===== src/rtl/long_divider_if.sv =====
// Request/result bundle for long_divider: the requester drives start/D/M,
// the divider returns the registered Q/R, status and error flags.
interface long_divider_if;
  logic       start;
  logic [6:0] D;
  logic [3:0] M;
  logic [3:0] Q;
  logic [3:0] R;
  logic       busy;
  logic       done;
  logic       ovf;
  logic       dbz;

  modport master (output start, D, M, input Q, R, busy, done, ovf, dbz);
  modport slave  (input start, D, M, output Q, R, busy, done, ovf, dbz);
endinterface


===== src/rtl/long_divider.sv =====
// 7-bit / 4-bit restoring long divider, one dividend bit per clock, MSB first.
// Define LONG_DIVIDER_ERR_FLAGS_EN to drive the ovf/dbz flags; otherwise both read 0.
module long_divider (
  input  logic          clk,
  input  logic          rst,
  long_divider_if.slave div_if
);

  typedef enum logic [1:0] {IDLE, RUN, DONE} state_t;

  state_t      state_q;
  logic [2:0]  cnt_q;
  logic [6:0]  work_q;
  logic [3:0]  dsr_q;
  logic [3:0]  rem_q;
  logic [3:0]  q_q;
  logic [3:0]  r_q;
  logic        busy_q;
  logic        done_q;
  logic        ovf_q;
  logic        dbz_q;

  logic [4:0]  rem_shift;
  logic        fits;
  logic [3:0]  rem_d;
  logic [6:0]  work_d;

  // work_q shifts dividend bits out of the top while quotient bits enter at
  // the bottom, so after 7 steps it holds the full 7-bit quotient.
  always_comb begin
    rem_shift = {rem_q, work_q[6]};
    fits      = (rem_shift >= {1'b0, dsr_q});
    // The difference is below M whenever it is taken, so 4 bits suffice.
    rem_d     = fits ? (rem_shift[3:0] - dsr_q) : rem_shift[3:0];
    work_d    = {work_q[5:0], fits};
  end

  always_ff @(posedge clk) begin
    if (rst) begin
      state_q <= IDLE;
      cnt_q   <= 3'd0;
      work_q  <= 7'd0;
      dsr_q   <= 4'd0;
      rem_q   <= 4'd0;
      q_q     <= 4'd0;
      r_q     <= 4'd0;
      busy_q  <= 1'b0;
      done_q  <= 1'b0;
      ovf_q   <= 1'b0;
      dbz_q   <= 1'b0;
    end else begin
      case (state_q)
        IDLE: begin
          done_q <= 1'b0;
          if (div_if.start) begin
            work_q  <= div_if.D;
            dsr_q   <= div_if.M;
            rem_q   <= 4'd0;
            cnt_q   <= 3'd0;
            busy_q  <= 1'b1;
            state_q <= RUN;
          end
        end
        RUN: begin
          work_q <= work_d;
          rem_q  <= rem_d;
          cnt_q  <= cnt_q + 3'd1;
          if (cnt_q == 3'd6) begin
            // With M == 0 every step "fits", giving Q = F and R = D[3:0].
            q_q     <= work_d[3:0];
            r_q     <= rem_d;
            done_q  <= 1'b1;
            state_q <= DONE;
`ifdef LONG_DIVIDER_ERR_FLAGS_EN
            ovf_q   <= |work_d[6:4];
            dbz_q   <= (dsr_q == 4'd0);
`endif
          end
        end
        DONE: begin
          done_q  <= 1'b0;
          busy_q  <= 1'b0;
          state_q <= IDLE;
        end
        default: begin
          done_q  <= 1'b0;
          busy_q  <= 1'b0;
          state_q <= IDLE;
        end
      endcase
    end
  end

  assign div_if.Q    = q_q;
  assign div_if.R    = r_q;
  assign div_if.busy = busy_q;
  assign div_if.done = done_q;
  assign div_if.ovf  = ovf_q;
  assign div_if.dbz  = dbz_q;

endmodule


===== src/flat_wrapper.sv =====
// flat-port wrapper written by rule: the top's interface ports become plain ports
module long_divider_flat 
  (clk, rst, div_if_start, div_if_D, div_if_M, div_if_Q, div_if_R, div_if_busy, div_if_done, div_if_ovf, div_if_dbz);
  long_divider_if div_if_i ();
  input  logic clk;
  input  logic rst;
  input wire logic [$bits(div_if_i.start)-1:0] div_if_start;
  input wire logic [$bits(div_if_i.D)-1:0] div_if_D;
  input wire logic [$bits(div_if_i.M)-1:0] div_if_M;
  output wire logic [$bits(div_if_i.Q)-1:0] div_if_Q;
  output wire logic [$bits(div_if_i.R)-1:0] div_if_R;
  output wire logic [$bits(div_if_i.busy)-1:0] div_if_busy;
  output wire logic [$bits(div_if_i.done)-1:0] div_if_done;
  output wire logic [$bits(div_if_i.ovf)-1:0] div_if_ovf;
  output wire logic [$bits(div_if_i.dbz)-1:0] div_if_dbz;
  assign div_if_i.start = div_if_start;
  assign div_if_i.D = div_if_D;
  assign div_if_i.M = div_if_M;
  assign div_if_Q = div_if_i.Q;
  assign div_if_R = div_if_i.R;
  assign div_if_busy = div_if_i.busy;
  assign div_if_done = div_if_i.done;
  assign div_if_ovf = div_if_i.ovf;
  assign div_if_dbz = div_if_i.dbz;
  long_divider u_core (.clk(clk), .rst(rst), .div_if(div_if_i));
endmodule

===== config.mk =====
export PLATFORM = sky130hd
export DESIGN_NAME = long_divider_flat
export DESIGN_NICKNAME = d
export VERILOG_FILES = /design/src/rtl/long_divider_if.sv /design/src/rtl/long_divider.sv /design/src/flat_wrapper.sv
export SDC_FILE = /design/constraint.sdc
export NUM_CORES = 1
export LEC_CHECK = 0
export BUFFER_PORTS_ARGS = -buffer_cell sky130_fd_sc_hd__buf_2
export CAP_MARGIN = 20
export CORE_MARGIN = 2
export CORE_UTILIZATION = 58
export DETAILED_ROUTE_END_ITERATION = 7
export PLACE_DENSITY = 0.83
export SYNTH_ARGS = -nofsm -noshare
export SYNTH_HDL_FRONTEND = slang
export SYNTH_SLANG_ARGS = --single-unit

===== constraint.sdc =====
create_clock -name clk -period 2.91 [get_ports clk]
set_input_delay 0.582 -clock clk [delete_from_list [all_inputs] [get_ports clk]]
set_output_delay 0.582 -clock clk [all_outputs]
set_load 0.005 [all_outputs]

# Word level (Yosys, flattened, before mapping)
# Cells that the tools add are included.
# totals
regBits	30
output_inout_bits	12
inputBits	14
# classes
addsub	2
n_eq_ne	4
n_bitwise	1
muxes	12
reduce_logical	8
order_cmp	1
# op_table
operator	count
case mux 7 bit (2 select lines)	1
AND reduction 2 bit	5
2-to-1 mux 4 bit	2
case mux 4 bit (2 select lines)	1
2-to-1 mux 7 bit	1
case mux 3 bit (2 select lines)	1
>= comparator 5 x 4 -> 1 bit	1
2-to-1 mux 2 bit	2
case mux 2 bit (2 select lines)	1
subtractor 4 bit	1
adder 3 x 1 -> 3 bit (second input constant)	1
equality test 3 bit (second input constant)	1
2-to-1 mux 3 bit	1
equality test 2 x 1 -> 1 bit (second input constant)	1
zero test 2 bit	1
inequality test 2 x 1 -> 1 bit (second input constant)	1
inequality test 2 bit (second input constant)	1
case mux 1 bit (2 select lines)	1
nonzero test 2 bit	1
OR reduction 2 bit	1
2-to-1 mux 1 bit	1
NOT 1 bit	1

# Depth between registers and ports, before layout
# Gate-level depths: netlist of the first run.
# logic_depth
depth_word	3
depth_mapped	7

# Least setup slack after synthesis of the first run
# OpenSTA, ideal clock, no wires.
# synth_path
kind	register to register
startpoint	reg u_core.work_q[6]
endpoint	reg u_core.r_q[2], in the netlist u_core.div_if.R[2]
required_time_ps	2776
stages_incl_launch_ff	7
t_arrival_ps	1405
path_slack_ps	1371
path_buffers	0
path_cell_list	dfxtp_1 -> inv_1 -> ha_1 -> fa_1 -> xnor2_1 -> mux2i_1 -> a211oi_2
# synth_via
elab_chain_cells	2
# synth_lines
element	line	text
from (decl)	long_divider.sv:13	logic [6:0] work_q;
from (signal assigned)	long_divider.sv:56	work_q <= div_if.D;
from (signal assigned)	long_divider.sv:65	work_q <= work_d;
subtractor 4 bit / >= comparator 5 x 4 -> 1 bit (equally long branches)	long_divider.sv:34, long_divider.sv:32	
2-to-1 mux 4 bit *	long_divider.sv:34	rem_d = fits ? (rem_shift[3:0] - dsr_q) : rem_shift[3:0];
to (signal assigned)	long_divider.sv:71	r_q <= rem_d;
to (decl)	long_divider.sv:17	logic [3:0] r_q;
# Every way passes the cells marked *; elsewhere a longest branch is shown, timed or not.
# A chain may end at the register's enable or synchronous reset.

# Worst setup path after layout of the first run
# Ends and elaborated chain as after synthesis.

==> results of run 1 <==
## power by group through the flow
stage	Clock [W]	Combinational (W)	Sequential, W
2_1_floorplan	0	0.000151	0.000453
3_3_place_gp	0	0.000178	0.000457
3_5_place_dp	0	0.000188	0.000458
4_1_cts	0.000336	0.000190	0.000449
5_1_grt	0.000358	0.000216	0.000451
6_report	0.000340	0.000193	0.000449
## registers in the layout (all words and copies together) (netlist names)
| register | count |
|---|---|
| u_core.div_if.busy | 1 |
| u_core.state_q | 2 |
| u_core.rem_q | 4 |
| u_core.cnt_q | 3 |
| u_core.div_if.R | 4 |
| u_core.div_if.done | 1 |
| u_core.div_if.Q | 4 |
| u_core.dsr_q | 4 |
| u_core.work_q | 7 |
## through the flow
| stage | hold slack [ns] | setup slack (ns) | std cells | cell area [µm²] | power [W] |
|---|---|---|---|---|---|
| floorplan | 0.425 | 1.37 | 167 | 1430 | 0.000604 |
| global placement | 0.440 | 1.21 | 212 | 1540 | 0.000635 |
| detailed placement | 0.449 | 1.09 | 212 | 1540 | 0.000646 |
| CTS | 0.461 | 1.15 | 219 | 1620 | 0.000975 |
| global route | 0.490 | 1.01 | 219 | 1620 | 0.00103 |
| finish | 0.459 | 1.11 | 219 | 1620 | 0.000982 |
## critical path, delay by kind of cell, from the launching register on
kind	cells	cell delay [ns]
fa+ha+maj	1	0.28
buf+inv	1	0.06
simple gates	1	0.18
mux	1	0.28
compound gates	3	0.46
flops	1	0.39
## kinds of logic after synthesis
family	after synthesis	synth area share [%]
fa+ha+maj	7	6.67
compound gates	43	19.9
flops	30	42.1
other cells	1	0.263
mux	8	5.62
buf+inv	18	6.06
xor+xnor	2	1.23
simple gates	57	18.1
## placed cells by master, fill, tap and decap left out, types with 2 or more instances in the layout
cell type | synthesis | layout
o211ai_1 | 4 | 4
o21ai_0 | 14 | 14
a21oi_1 | 13 | 13
nand2_1 | 22 | 22
nor2_2 | 2 | 2
mux2i_1 | 8 | 8
nor2_1 | 18 | 18
dfxtp_1 | 30 | 30
or2_2 | 2 | 2
inv_1 | 11 | 11
nand3_1 | 5 | 5
clkbuf_4 | 0 | 5
buf_2 | 3 | 23
conb_1 | 1 | 2
nand2b_1 | 2 | 2
ha_1 | 6 | 6
## synth_stat cells (2+ instances only)
master     n  area share [%]
a21oi_1   13             4.6
buf_2      3             1.1
buf_4      2             1.1
dfxtp_1   30              42
ha_1       6             5.3
inv_1     11             2.9
mux2i_1    8             5.6
nand2_1   22             5.8
nand2b_1   2            0.88
nand3_1    5             1.8
nor2_1    18             4.7
nor2_2     2            0.88
o211ai_1   4             2.1
o21ai_0   14             4.9
or2_2      2            0.88
## final timing paths
path                                    startpoint                  to  slack, ns  cells past startpoint
worst max register to register    u_core.work_q[6]  u_core.div_if.R[2]       1.11                      7
worst max-delay path              u_core.work_q[6]  u_core.div_if.R[2]       1.11                      7
worst min register to register  u_core.div_if.Q[1]  u_core.div_if.Q[1]       0.46                      2
worst min-delay path            u_core.div_if.Q[1]  u_core.div_if.Q[1]       0.46                      2
## area by class of cell
type / count / area, µm²
clock inverter: 1 / 30.0
clock buffer: 6 / 51.3
multi-input combinational: 119 / 742
sequential: 30 / 601
inverter: 11 / 41.3
fill: 188 / 653
tap: 28 / 35.0
timing repair buffer: 24 / 123
## per-layer routing
layer / GRT usage [%] / up-vias
met3: 8.33 / 6
met1: 31.7 / 589
met5: 0 / -
met4: 8.55 / 0
li1: - / 612
met2: 42.8 / 40
==> key figures, run 1 <==
Clocking
  – Reg clk slew, reported paths: approximately 0.090 ns
  – Root buf cell: clkbuf_4
  – CTS Buf Count: 5
  – Longest Clk Path Bufs: 2
  – TritonCTS clock tree: yes
  – CTS resizes: 0
  – Sink Count: 30
  – Post-CTS Setup Repair Bufs: 0
  – # hold bufs at CTS: 0
  – Maximum level of the CTS H-tree: 2
  – Later-pin clock latency in the skew report: around 0.34 ns

Global route
  – Antenna violations before repair: 0
  – Grt ovf: 0
  – Largest net degree at the start of global routing: 19
  – GR Util All Layers: 25.9%
  – Number of global-route vias before repair: around 1200
  – First-pass GRT wire length: between 5 and 6 mm

Pwr
  – PD cells: between 600 and 700 mW/mm²
  – Flop pwr share: between 40% and 50%
  – Combinational power share: 19.7%
  – Clock share of power: roughly a third
  – Cell Int Power: around 0.00071 W
  – Worst IR drop on VDD: 473 µV
  – Leakage: 0.680 nW
  – NetSw: 0.000271 W
  – Switching share of power: approximately 28%

Finish
  – Antenna cells: 0
  – Area growth, synth to finish: 13.9%
  – Fraction of layout cells with a size suffix above 1: between 20% and 30%
  – Nets@finish: around 210
  – Util after Layout: 71.3%

Flow run
  – Number of max-cap violations: 0

STA
  – Clk_skew: ~0.0080 ns
  – Hold Fails Final Rpt: 0
  – Max frequency: 555 MHz
  – Setup TNS: 0 ns
  – Max Slew Vio Count: 0
  – Period utilization: between 60 and 70%
  – Unrepaired setup endpoints after global routing: no
  – # setup viols final: 0
  – Slew of the pin with the lowest slew margin: 0.514 ns
  – Slew Limit Headroom: roughly two thirds
  – Final min period: approximately 1.8 ns

Setup path
  – CP Class: register to register
  – Critical path, cell by cell: inv_1 -> ha_1 -> nand2b_1 -> a21boi_4 -> o21ai_4 -> mux2i_1 -> a211oi_2
  – Crit path largest cell delay: between 0.3 and 0.4 ns
  – Slowest stage cell on the critical path: dfxtp_1
  – Crit start category: register
  – Critical Path RT: roughly 3.1 ns
  – Arrival @ worst endpoint: approximately 2 ns
  – Crit path max fanout: 5
  – Worst setup EP type: register

Yosys
  – Yosys reg bits: 30
  – Post-synth EDFFs: 0
  – Ys flop type: dfxtp_1
  – Seq/Total Area, Yosys: a little over two fifths
  – Synth Warn #: 0
  – Syn Inst Count: roughly 170
  – Post-synth ARST share: 0%
  – Syn_area_per_cell: 8.59 µm²
  – Post-Syn Area: 0.00143 mm²
  – Distinct cells, synth: 39

Detailed routing
  – Top sig layer: met4
  – Met3 wire len: about 200 µm
  – Post-route DRC: 0
  – Routed len/inst: between 10 and 15 µm
  – First-pass iteration count of the detailed router: 4
  – Met2 wire length: 1.53 mm
  – Drt via density: roughly 5.7
  – Vias: between 1000 and 1500
  – WL met1: approximately 1.4 mm
  – Drt total wl: 3.16 mm
  – 1st-iter DRT viols: 45
  – Remaining antenna violation count: 0

Outcome
  – Run status: complete, no violations

Floorplan
  – Top-Level Pins: 26
  – Rows: 17
  – Core box area: around 0.0023 mm²
  – Starting Density: a little over three fifths
  – Die extent in x: between 50 and 60 µm
  – Die Height: between 50 and 60 µm
  – Full die area: around 0.0029 mm²

Place
  – GP Congestion: ~0.83
  – Port-buffer cells: 23
  – DP Wirelength: between 2 and 2.5 mm

Min path
  – Type of the worst min-delay path: register to register
(Power assumes the default switching activity.)
==> run 2, diff against run 1 <==
- CORE_UTILIZATION: 58 -> 49
- PLACE_DENSITY: 0.83 -> 0.74
- clock period: 2.91 -> 1.6 ns (I/O delays scaled with it)
==> run 2 against run 1 <==
Net effect:
- clock skew fell by 0.0047 ns
- non-clock buffer count rose by 11
- maximum frequency rose by 16%
- via count rose by 1.1%
- sequential share of layout area fell by 2.7 points
- critical path depth fell by 1
- count of clock-buffer cells in the layout did not move
- routed wire length rose by 4.6%
- total power rose by 81%
- setup slack got worse by 1.1 ns
- largest cell class unchanged
- largest power group unchanged
==> key figures, run 2 (same netlist as run 1, synthesis figures left out) <==
Finish
  – Fraction of layout cells with a size suffix above 1: 35.0% (+14 points)
  – Max FFs per register: 7 (unchanged)
  – Area growth, synth to finish: 24.5%
  – Nets@finish: 223 (+5.2%)
  – Largest Register: u_core.work_q
  – Util after Layout: 64.3% (-7.0 points)
  – Final instance area: 0.00177 mm² (+9.3%)
  – Commonest non-fill, non-tap cells in the layout: buf_2, dfxtp_1, nand2_1, nor2_1, a21oi_1
  – Fillers: 223 (+19%)
  – Antenna cells: 0 (unchanged)

Clocking
  – CTS Buf Count: 5 (unchanged)
  – # hold bufs at CTS: 0 (unchanged)
  – Root buf cell: clkbuf_4
  – Sink Count: 30 (unchanged)
  – TritonCTS clock tree: yes
  – Later-pin clock latency in the skew report: 0.33 ns (about the same)
  – Reg clk slew, reported paths: 0.10 ns (about the same)
  – Longest Clk Path Bufs: 2 (unchanged)
  – Maximum level of the CTS H-tree: 2 (unchanged)

Detailed routing
  – Drt total wl: 3.31 mm (+4.6%)
  – Post-route DRC: 0 (unchanged)
  – Drt via density: 5.39 (-5.4%)
  – Routed len/inst: 14.1 µm (-2.1%)
  – Vias: 1261 (+1.1%)
  – Remaining antenna violation count: 0 (unchanged)
  – 1st-iter DRT viols: 50 (+11%)
  – First-pass iteration count of the detailed router: 4 (unchanged)

Place
  – Port-buffer cells: 23 (unchanged)
  – GP Congestion: 0.882 (+6.7%)
  – Dpl cell area: 0.00161 mm² (+4.1%)
  – Post-Place Setup Slack: -0.0341 ns (-1.12 ns)
  – DP Wirelength: 2.36 mm (+0.88%)

Setup path
  – Reg2reg end: u_core.div_if.R[2]
  – CP Class: register to register
  – Arrival @ worst endpoint: 1.78 ns (-0.23 ns)
  – Worst reg2reg startpoint: u_core.rem_q[1]
  – Crit start category: register
  – R2R setup slack: 0.04 ns (-1.07 ns)
  – Worst reg2reg path depth: 6 (-1)
  – Critical Path RT: 1.82 ns (-1.30 ns)
  – Crit path max fanout: 5 (unchanged)
  – Worst setup EP type: register

Flow run
  – Number of max-cap violations: 0 (unchanged)

Min path
  – End of the worst hold path: u_core.dsr_q[1]
  – Type of the worst min-delay path: input pin to register
  – WHS Path Cells: 3 (+1)
  – HP Start: div_if_M[1]

Outcome
  – Run status: complete, no violations

STA
  – Setup ws final: 0.0404 ns (-1.07 ns)
  – Period utilization: 97.5% (+36 points)
  – Max frequency: 641 MHz (+16%)
  – Final min period: 1.56 ns (-0.243 ns)
  – Clk_skew: 0.00327 ns (-0.00475 ns)
  – Max Slew Vio Count: 0 (unchanged)
  – Setup TNS: 0 ns (unchanged)
  – # setup viols final: 0 (unchanged)
  – Fin Hold WS: 0.205 ns (-0.254 ns)
  – Hold Fails Final Rpt: 0 (unchanged)

Global route
  – First-pass GRT wire length: 5.24 mm (-0.38%)
  – Grt ovf: 0 (unchanged)
  – Number of global-route vias before repair: 1211 (+3.8%)
  – GR Util All Layers: 20.8% (-5.1 points)
  – Antenna violations before repair: 0 (unchanged)
  – Largest net degree at the start of global routing: 12 (-7)

Pwr
  – Worst IR drop on VDD: 808 µV (+71%)
  – PD cells: 1000 mW/mm² (+65%)
  – Switching share of power: 31.1% (+3.5 points)
  – Combinational power share: 25.7% (+6.0 points)
  – Clock share of power: 27.9% (-6.7 points)
  – Cell Int Power: 0.00122 W (+72%)
  – Flop pwr share: 46.4% (+0.7 points)
  – Leakage: 0.740 nW (+8.8%)
  – NetSw: 0.000552 W (+100%)

Floorplan
  – Starting Density: 51.7% (-11 points)
  – Rows: 19 (+2)
  – Full die area: 0.00336 mm² (+17%)
  – Top-Level Pins: 26 (unchanged)
  – Die extent in x: 57.9 µm (+8.1%)
  – Core box area: 0.00276 mm² (+21%)
  – Die Height: 57.9 µm (+8.1%)
[run 2: timing repair]
item	4_1_cts	5_1_grt
setup endpoints to repair	7	8
buffers inserted	1	2
pin swaps	2	4
resized for setup	6	17
[run 2: worst max-delay path, cell delays in order, from the launching register on]
cell and delay, ns:
dfxtp_2 0.37, ha_4 0.29, o21ai_1 0.07, buf_4 0.15, o21ai_4 0.19, mux2i_2 0.29
a211oi_2 0.10
[run 2: cell type report]
| cell class | instances | area, µm² | area share (%) |
|---|---|---|---|
| Clock buffer | 6 | 51.3 | 2.89 |
| Clock inverter | 2 | 12.5 | 0.705 |
| Inverter | 11 | 41.3 | 2.33 |
| Multi-Input combinational cell | 119 | 816 | 46.0 |
| Sequential cell | 30 | 609 | 34.3 |
| Tap cell | 31 | 38.8 | 2.19 |
| Timing Repair Buffer | 35 | 205 | 11.6 |
[run 2: metal layers]
metal / routed length [µm] / global-route usage [%]
met1: 1500 / 25.4
met2: 1570 / 33.6
met3: 161 / 5.13
met4: 70 / 11.3
met5: 0 / 0
[run 2: worst max-delay path by stage]
stage,start,endpoint,slack [ns],cells past startpoint
2_1_floorplan,u_core.work_q[6],u_core.div_if.R[2],0.06,6
3_3_place_gp,u_core.work_q[6],u_core.div_if.R[2],-0.03,7
3_5_place_dp,u_core.work_q[6],u_core.rem_q[2],-0.03,7
4_1_cts,u_core.work_q[6],u_core.div_if.R[2],-0.01,7
5_1_grt,u_core.dsr_q[1],u_core.rem_q[3],-0.03,8
6_report,u_core.rem_q[1],u_core.div_if.R[2],0.04,6
[run 2: metrics by stage]
stage                     power [W]  cells
after global placement      0.00119    223
after floorplan             0.00110    167
final                       0.00178    234
after global routing        0.00188    234
after detailed placement    0.00121    223
after CTS                   0.00173    232
[run 2: power by group through the flow]
stage / sequential [W] / combinational, W / clock [W]
after floorplan: 0.000824 / 0.000274 / 0
after global placement: 0.000829 / 0.000364 / 0
after detailed placement: 0.000831 / 0.000377 / 0
after CTS: 0.000818 / 0.000414 / 0.000497
after global routing: 0.000830 / 0.000500 / 0.000545
final: 0.000824 / 0.000456 / 0.000495
